<file path="src/rtl/addsub_sched_pkg.sv">
// rtl/addsub_sched_pkg.sv - shared types and constants for the add/sub scheduler
package addsub_sched_pkg;

  // Default operand width; legal instances use 2..16.
  localparam int WIDTH_DEFAULT = 4;

  // Widest operand the result register has to carry.
  localparam int MAX_WIDTH = 16;

  typedef enum logic [1:0] {
    IDLE = 2'd0,
    EXEC = 2'd1,
    RESP = 2'd2
  } state_t;

  // Result register layout; sum is stored zero-extended to MAX_WIDTH.
  typedef struct packed {
    logic [MAX_WIDTH-1:0] sum;
    logic                 carry;
    logic                 ovf;
  } result_t;

  // Pick the other requester after a grant so a busy requester cannot starve its peer.
  function automatic logic next_prio(input logic granted);
    return ~granted;
  endfunction

endpackage

</file>
<file path="src/rtl/addsub_unit.sv">
// rtl/addsub_unit.sv - combinational ripple-carry adder/subtractor
module addsub_unit
  import addsub_sched_pkg::*;
#(
  parameter int WIDTH = WIDTH_DEFAULT
) (
  input  logic [WIDTH-1:0] a,
  input  logic [WIDTH-1:0] b,
  input  logic             sub,
  output logic [WIDTH-1:0] sum,
  output logic             carry,
  output logic             ovf
);

  // c[i] is the carry into bit i; c[0] doubles as the +1 of two's-complement subtraction.
  logic [WIDTH:0]   c;
  logic [WIDTH-1:0] b_eff;

  assign b_eff = b ^ {WIDTH{sub}};
  assign c[0]  = sub;

  for (genvar i = 0; i < WIDTH; i++) begin : g_fa
    assign sum[i]   = a[i] ^ b_eff[i] ^ c[i];
    assign c[i + 1] = (a[i] & b_eff[i]) | (c[i] & (a[i] ^ b_eff[i]));
  end

  // For subtraction a set carry means no borrow, i.e. a >= b unsigned.
  assign carry = c[WIDTH];
  // Signed overflow: the carry into the sign bit disagrees with the carry out of it.
  assign ovf   = c[WIDTH] ^ c[WIDTH-1];

endmodule

</file>
<file path="src/rtl/addsub_sched.sv">
// rtl/addsub_sched.sv - round-robin scheduler sharing one add/sub datapath between two requesters
module addsub_sched
  import addsub_sched_pkg::*;
#(
  parameter int WIDTH = WIDTH_DEFAULT
) (
  input  logic             clk,
  input  logic             rst,
  input  logic             req0_valid,
  output logic             req0_ready,
  input  logic [WIDTH-1:0] req0_a,
  input  logic [WIDTH-1:0] req0_b,
  input  logic             req0_sub,
  input  logic             req1_valid,
  output logic             req1_ready,
  input  logic [WIDTH-1:0] req1_a,
  input  logic [WIDTH-1:0] req1_b,
  input  logic             req1_sub,
  output logic             rsp0_valid,
  input  logic             rsp0_ready,
  output logic [WIDTH-1:0] rsp0_sum,
  output logic             rsp0_carry,
  output logic             rsp0_ovf,
  output logic             rsp1_valid,
  input  logic             rsp1_ready,
  output logic [WIDTH-1:0] rsp1_sum,
  output logic             rsp1_carry,
  output logic             rsp1_ovf,
  output logic             busy
);

  state_t           state_q;
  state_t           state_d;
  logic             prio_q;
  logic             gnt_q;
  logic [WIDTH-1:0] a_q;
  logic [WIDTH-1:0] b_q;
  logic             sub_q;
  result_t          res_q;
  result_t          res_d;

  logic             accept;
  logic             gnt_c;

  logic [WIDTH-1:0] unit_sum;
  logic             unit_carry;
  logic             unit_ovf;

  addsub_unit #(
    .WIDTH(WIDTH)
  ) u_unit (
    .a    (a_q),
    .b    (b_q),
    .sub  (sub_q),
    .sum  (unit_sum),
    .carry(unit_carry),
    .ovf  (unit_ovf)
  );

  // Next-state, grant and handshake outputs; ready is held low while reset is applied.
  always_comb begin
    state_d    = state_q;
    accept     = 1'b0;
    gnt_c      = 1'b0;
    req0_ready = 1'b0;
    req1_ready = 1'b0;
    rsp0_valid = 1'b0;
    rsp1_valid = 1'b0;
    busy       = (state_q != IDLE);
    case (state_q)
      IDLE: begin
        if (!rst && (req0_valid || req1_valid)) begin
          accept     = 1'b1;
          gnt_c      = (req0_valid && req1_valid) ? prio_q : req1_valid;
          req0_ready = ~gnt_c;
          req1_ready = gnt_c;
          state_d    = EXEC;
        end
      end
      EXEC: begin
        state_d = RESP;
      end
      RESP: begin
        rsp0_valid = ~gnt_q;
        rsp1_valid = gnt_q;
        if (gnt_q ? rsp1_ready : rsp0_ready) begin
          state_d = IDLE;
        end
      end
      default: begin
        state_d = IDLE;
      end
    endcase
  end

  // State register.
  always_ff @(posedge clk) begin
    if (rst) begin
      state_q <= IDLE;
    end else begin
      state_q <= state_d;
    end
  end

  // Latch the winning request's operands and rotate priority on every accept.
  always_ff @(posedge clk) begin
    if (rst) begin
      prio_q <= 1'b0;
      gnt_q  <= 1'b0;
      a_q    <= '0;
      b_q    <= '0;
      sub_q  <= 1'b0;
    end else if (accept) begin
      prio_q <= next_prio(gnt_c);
      gnt_q  <= gnt_c;
      a_q    <= gnt_c ? req1_a   : req0_a;
      b_q    <= gnt_c ? req1_b   : req0_b;
      sub_q  <= gnt_c ? req1_sub : req0_sub;
    end
  end

  // Pack the datapath output into the result register layout.
  always_comb begin
    res_d                = '0;
    res_d.sum[WIDTH-1:0] = unit_sum;
    res_d.carry          = unit_carry;
    res_d.ovf            = unit_ovf;
  end

  // Capture the result once, in EXEC, so it stays stable however long RESP stalls.
  always_ff @(posedge clk) begin
    if (rst) begin
      res_q <= '0;
    end else if (state_q == EXEC) begin
      res_q <= res_d;
    end
  end

  // Result data goes to both ports; only the owner's valid qualifies it.
  assign rsp0_sum   = res_q.sum[WIDTH-1:0];
  assign rsp0_carry = res_q.carry;
  assign rsp0_ovf   = res_q.ovf;
  assign rsp1_sum   = res_q.sum[WIDTH-1:0];
  assign rsp1_carry = res_q.carry;
  assign rsp1_ovf   = res_q.ovf;

  // Upper result bits above WIDTH are always zero and never leave the block.
  if (WIDTH < MAX_WIDTH) begin : g_pad
    logic unused_pad;
    assign unused_pad = ^res_q.sum[MAX_WIDTH-1:WIDTH];
  end

endmodule

</file>
<file path="config.mk">
export PLATFORM = sky130hd
export DESIGN_NAME = addsub_sched
export DESIGN_NICKNAME = d
export VERILOG_FILES = /design/src/rtl/addsub_sched_pkg.sv /design/src/rtl/addsub_unit.sv /design/src/rtl/addsub_sched.sv
export SDC_FILE = /design/constraint.sdc
export NUM_CORES = 1
export LEC_CHECK = 0
export CAP_MARGIN = 20
export CORE_AREA = 2 2 57 59
export DETAILED_ROUTE_END_ITERATION = 16
export DIE_AREA = 0 0 59 61
export GPL_TIMING_DRIVEN = 0
export PLACE_DENSITY = 0.8
export SLEW_MARGIN = 20
export SYNTH_ARGS = -nofsm -noshare
export SYNTH_HDL_FRONTEND = slang
export SYNTH_HIERARCHICAL = 1
export SYNTH_SLANG_ARGS = --single-unit
</file>
<file path="constraint.sdc">
create_clock -name clk -period 2.14 [get_ports clk]
set_clock_uncertainty 0.1 [all_clocks]
set_input_delay 0.428 -clock clk [delete_from_list [all_inputs] [get_ports clk]]
set_output_delay 0.428 -clock clk [all_outputs]
set_load 0.02 [all_outputs]
</file>
==> metrics list <==
- Yosys Warn Count: 6
- Crit path setup slack, layout: -10.5 ps
* Multi-input gate area in the final layout: 658 um^2
- The repair_antennas step left the layout with diodes totalling 0.
- Buffers and inverters on the worst path: 2
* Routed met1 length: 1020 um
- Gate count of the mapped netlist: 114
- The count of endpoints failing hold in the final timing report is 0.
* CP max FO: 5
- Delay of the slowest cell on the worst path: 390 ps
* Cell count after placement: 187
- Data on the critical path is required at its endpoint by 2250 ps.
- After filler insertion, the fill cell instance count of the layout stands at 282.
- Clock power frac: 0.195
- In this run, distinct cell masters in the synthesized netlist total 29.
* Combinational fraction of design power: 0.375
* Number of H-tree branching levels: 1
- Number of antenna violations at the first check in global routing: 0
- Largest buffer count on any clock path: 2
- Summed over all nets, the switching power comes to 0.314 mW.
* Length of the first detailed-routing pass in iterations: 4
* Synth top area cells: sky130_fd_sc_hd__dfxtp_1 33%, sky130_fd_sc_hd__a311oi_2 12%, sky130_fd_sc_hd__nand3b_1 6.5%
- The count of cells in the finished layout, fillers not included, comes to 195.
- Post-Synthesis Cell Area: 1160 um^2
- For this configuration, the core starts out at a cell density of 0.393.
- At the later pin of the worst-skew pair, clock insertion delay measures 310 ps.
- First-pass GRT wire length: 4170 um
* Overall via count from detail_route: 1000
- The detailed router finished its first iteration with 13 violations.
- The number of max-slew violations in the final report was 0.
- In this run the tool buffered the top-level ports with 40 buffer cells.
- Clock-pin slew was measured on the worst setup and hold paths at 110 ps.
- Signal routing reaches up to met4.
* Detailed-route wire length: 2500 um
* Total congestion overflow after global routing: 0
- Share of the clock period used by the worst path after layout: 1.00
- Final setup vio count: 1
- The synthesized design contains 19 register bits.
- Routability-driven placement finished with a final weighted congestion of 0.728.
* Outcome: complete, but fails checks
- The floorplan step set the die width to 59 um.
* Setup repair after global routing missed its margin: yes
- Crit path launch type: flip-flop
- In this run, CTS created clock tree buffers numbering 3.
- The smallest clock period supported by the final layout is computed as 2150 ps.
- Mean instance size in the synthesized netlist: 10.2 um^2
* Final HPWL DP: 2010 um
* Fraction of power spent switching nets: 0.322
- Entering global routing, the biggest net connects 11 pins.
- Sequential cell fraction of total power: 0.430
* Slowest cell on the critical path: sky130_fd_sc_hd__dfxtp_4
- Summed over all cells, the static leakage comes to 0.687 nW.
- Among the stages of the critical path, the cell type that occurs most often is sky130_fd_sc_hd__fa_2.
* WP data arrival: 2260 ps
* Crit path max-delay family: adder cells
- Clock Sink Count: 19
* Dominant cell type by area after synthesis: sky130_fd_sc_hd__dfxtp_1
- On the final layout, the worst hold slack is 434 ps.
* Routed length on met2: 1230 um
* Max-Slew Margin vs Limit: 0.824
* Pwr per Cell Area: 580 nW/um^2
- Final ANT Viol Nets: 0
- Row generation in the floorplan step produced 20 rows.
* Cell at the root of the clock tree: sky130_fd_sc_hd__clkbuf_4
* Total chip power: 0.975 mW
* Final layout net count: 190
- Cell-by-cell trace of the critical path: mux2_4, fa_2, inv_2, fa_2, inv_2, fa_2, xnor2_1, mux2i_1, nor2_1
- The checks that failed: negative setup slack.
* Top cell type's share of synthesized area: 0.328
- Part of the Yosys area used for sequential elements: 0.328
- The critical path in this run is classified as reg -> reg.
- TritonCTS built the clock tree.
- Summing all flip-flop and latch instances after layout gives 385 um^2.
- Pre-CTS WS: -545 ps
- Relative to the synthesized area, the layout overhead comes to 45.0%.
* HP Class: reg -> reg
- Type of destination of the critical path: flip-flop
* Total die area: 3600 um^2
- After detailed routing, the number of remaining DRC violations is 0.
* Worst vdd ir: 0.230 mV
- Using the TritonRoute via totals, the vias-per-cell ratio works out to 5.13.
- Tot GR Track Use: 0.159
* Vias in the first global route: 932
- Measured along the y axis, the die boundary spans 61 um.
- Max-cap violations in this run came to 0.
* Internal Dissipation: 0.661 mW
- In the detailed route, the total length drawn on met3 is 178 um.
- Highest Clock Rate: 465 MHz
* Fraction of layout cells with a size suffix above 1: 0.290
- Worst Max-Slew Pin Slew: 262 ps
- The region available for standard cell placement spans 2950 um^2.
- The number of nets in the synthesized netlist is 141.
- Count of boundary I/O pins: 41
- After detailed routing, the average wire length per cell comes to 12.8 um.
[kinds of logic after synthesis]
kind of cell             after synthesis  share of synthesized area
AO/OA/AOI/OAI                         32                      0.228
AND/OR/NAND/NOR                       26                      0.164
buffers and inverters                 21                      0.121
flip-flops                            19                      0.328
multiplexers                           8                     0.0701
XOR/XNOR                               5                     0.0378
adder cells (fa/ha/maj)                3                     0.0518
[power by group through the flow]
stage / combinational, mW / clock [mW] / sequential (mW)
after floorplan: 0.221 / 0 / 0.431
after global placement: 0.345 / 0 / 0.424
after detailed placement: 0.357 / 0 / 0.427
after CTS: 0.365 / 0.193 / 0.419
after global routing: 0.397 / 0.202 / 0.425
final: 0.366 / 0.190 / 0.420
[flip-flops by register name (all words and copies together) (netlist names)]
signal and flops:
a_q 4, b_q 4, gnt_q 1, prio_q 1, rsp0_carry 1, rsp0_ovf 1, rsp0_sum 4, state_q 2
sub_q 1
[worst paths after layout]
path | startpoint | end | slack, ps | cells past startpoint
setup / recovery | sub_q$_SDFFE_PP0P_ | rsp0_ovf$_SDFFE_PP0N_ | -10 | 9
setup reg to reg | sub_q$_SDFFE_PP0P_ | rsp0_ovf$_SDFFE_PP0N_ | -10 | 9
hold / removal | prio_q$_SDFFE_PP0P_ | prio_q$_SDFFE_PP0P_ | 430 | 2
hold reg to reg | prio_q$_SDFFE_PP0P_ | prio_q$_SDFFE_PP0P_ | 430 | 2
[metrics by stage]
stage	utilization	setup TNS (ps)	area (um^2)
floorplan	-	0	1170
global placement	0.545	-1120	1610
detailed placement	0.545	-1290	1610
CTS	0.563	-6.69	1660
global route	0.569	-170	1680
finish	0.569	-10.5	1680
[cell usage after synthesis (all sizes together)]
cell type  instances
buf               16
xnor2              2
inv                5
mux2i              7
xor2               3
mux2               1
o21a               1
nand2b             1
o21ai              9
nor3b              1
nor2               6
fa                 3
a21boi             1
a21oi             11
a311oi             9
dfxtp             19
nor2b              1
and3b              1
nand3b            10
and2               1
nor3               2
nor4               1
o21ba              1
or2                2
[worst register-to-register path, cell delays in order, from the launching register on]
cell and delay (ps):
sky130_fd_sc_hd__dfxtp_4 390, sky130_fd_sc_hd__mux2_4 280, sky130_fd_sc_hd__fa_2 330, sky130_fd_sc_hd__inv_2 60, sky130_fd_sc_hd__fa_2 200, sky130_fd_sc_hd__inv_2 40
sky130_fd_sc_hd__fa_2 340, sky130_fd_sc_hd__xnor2_1 130, sky130_fd_sc_hd__mux2i_1 120, sky130_fd_sc_hd__nor2_1 60
[layer usage]
metal | vias to the layer above | global-route usage
met4 | 0 | 0.0974
met3 | 5 | 0.0213
met1 | 450 | 0.182
li1 | 493 | -
met2 | 52 | 0.281
met5 | - | 0
[timing repair]
action,CTS,global route
gates resized for setup,19,3
pin swaps,4,1
setup buffers,3,1
hold buffers,0,0
endpoints found under the setup margin,5,3
[final cells by class]
class,count,area share
multi-input combinational,74,0.391
buffer,16,0.0744
sequential,19,0.229
clock buffer,4,0.0156
tap,33,0.0246
timing repair buffer,44,0.254
inverter,5,0.0112
[cell usage in the layout (no fill, tap or decap), types with 2 or more instances in the layout]
| master | instances |
|---|---|
| sky130_fd_sc_hd__a21oi_1 | 10 |
| sky130_fd_sc_hd__a311oi_2 | 9 |
| sky130_fd_sc_hd__dfxtp_1 | 17 |
| sky130_fd_sc_hd__dlygate4sd2_1 | 4 |
| sky130_fd_sc_hd__clkbuf_4 | 3 |
| sky130_fd_sc_hd__clkdlybuf4s50_1 | 33 |
| sky130_fd_sc_hd__buf_6 | 3 |
| sky130_fd_sc_hd__o21ai_0 | 8 |
| sky130_fd_sc_hd__xor2_1 | 2 |
| sky130_fd_sc_hd__buf_2 | 4 |
| sky130_fd_sc_hd__or2_1 | 2 |
| sky130_fd_sc_hd__inv_2 | 2 |
| sky130_fd_sc_hd__mux2i_1 | 7 |
| sky130_fd_sc_hd__fa_2 | 3 |
| sky130_fd_sc_hd__nor2_1 | 6 |
| sky130_fd_sc_hd__inv_1 | 3 |
| sky130_fd_sc_hd__buf_4 | 14 |
| sky130_fd_sc_hd__nand3b_1 | 10 |
| sky130_fd_sc_hd__xnor2_1 | 2 |
Note: power is estimated with default switching activity, not from simulation.
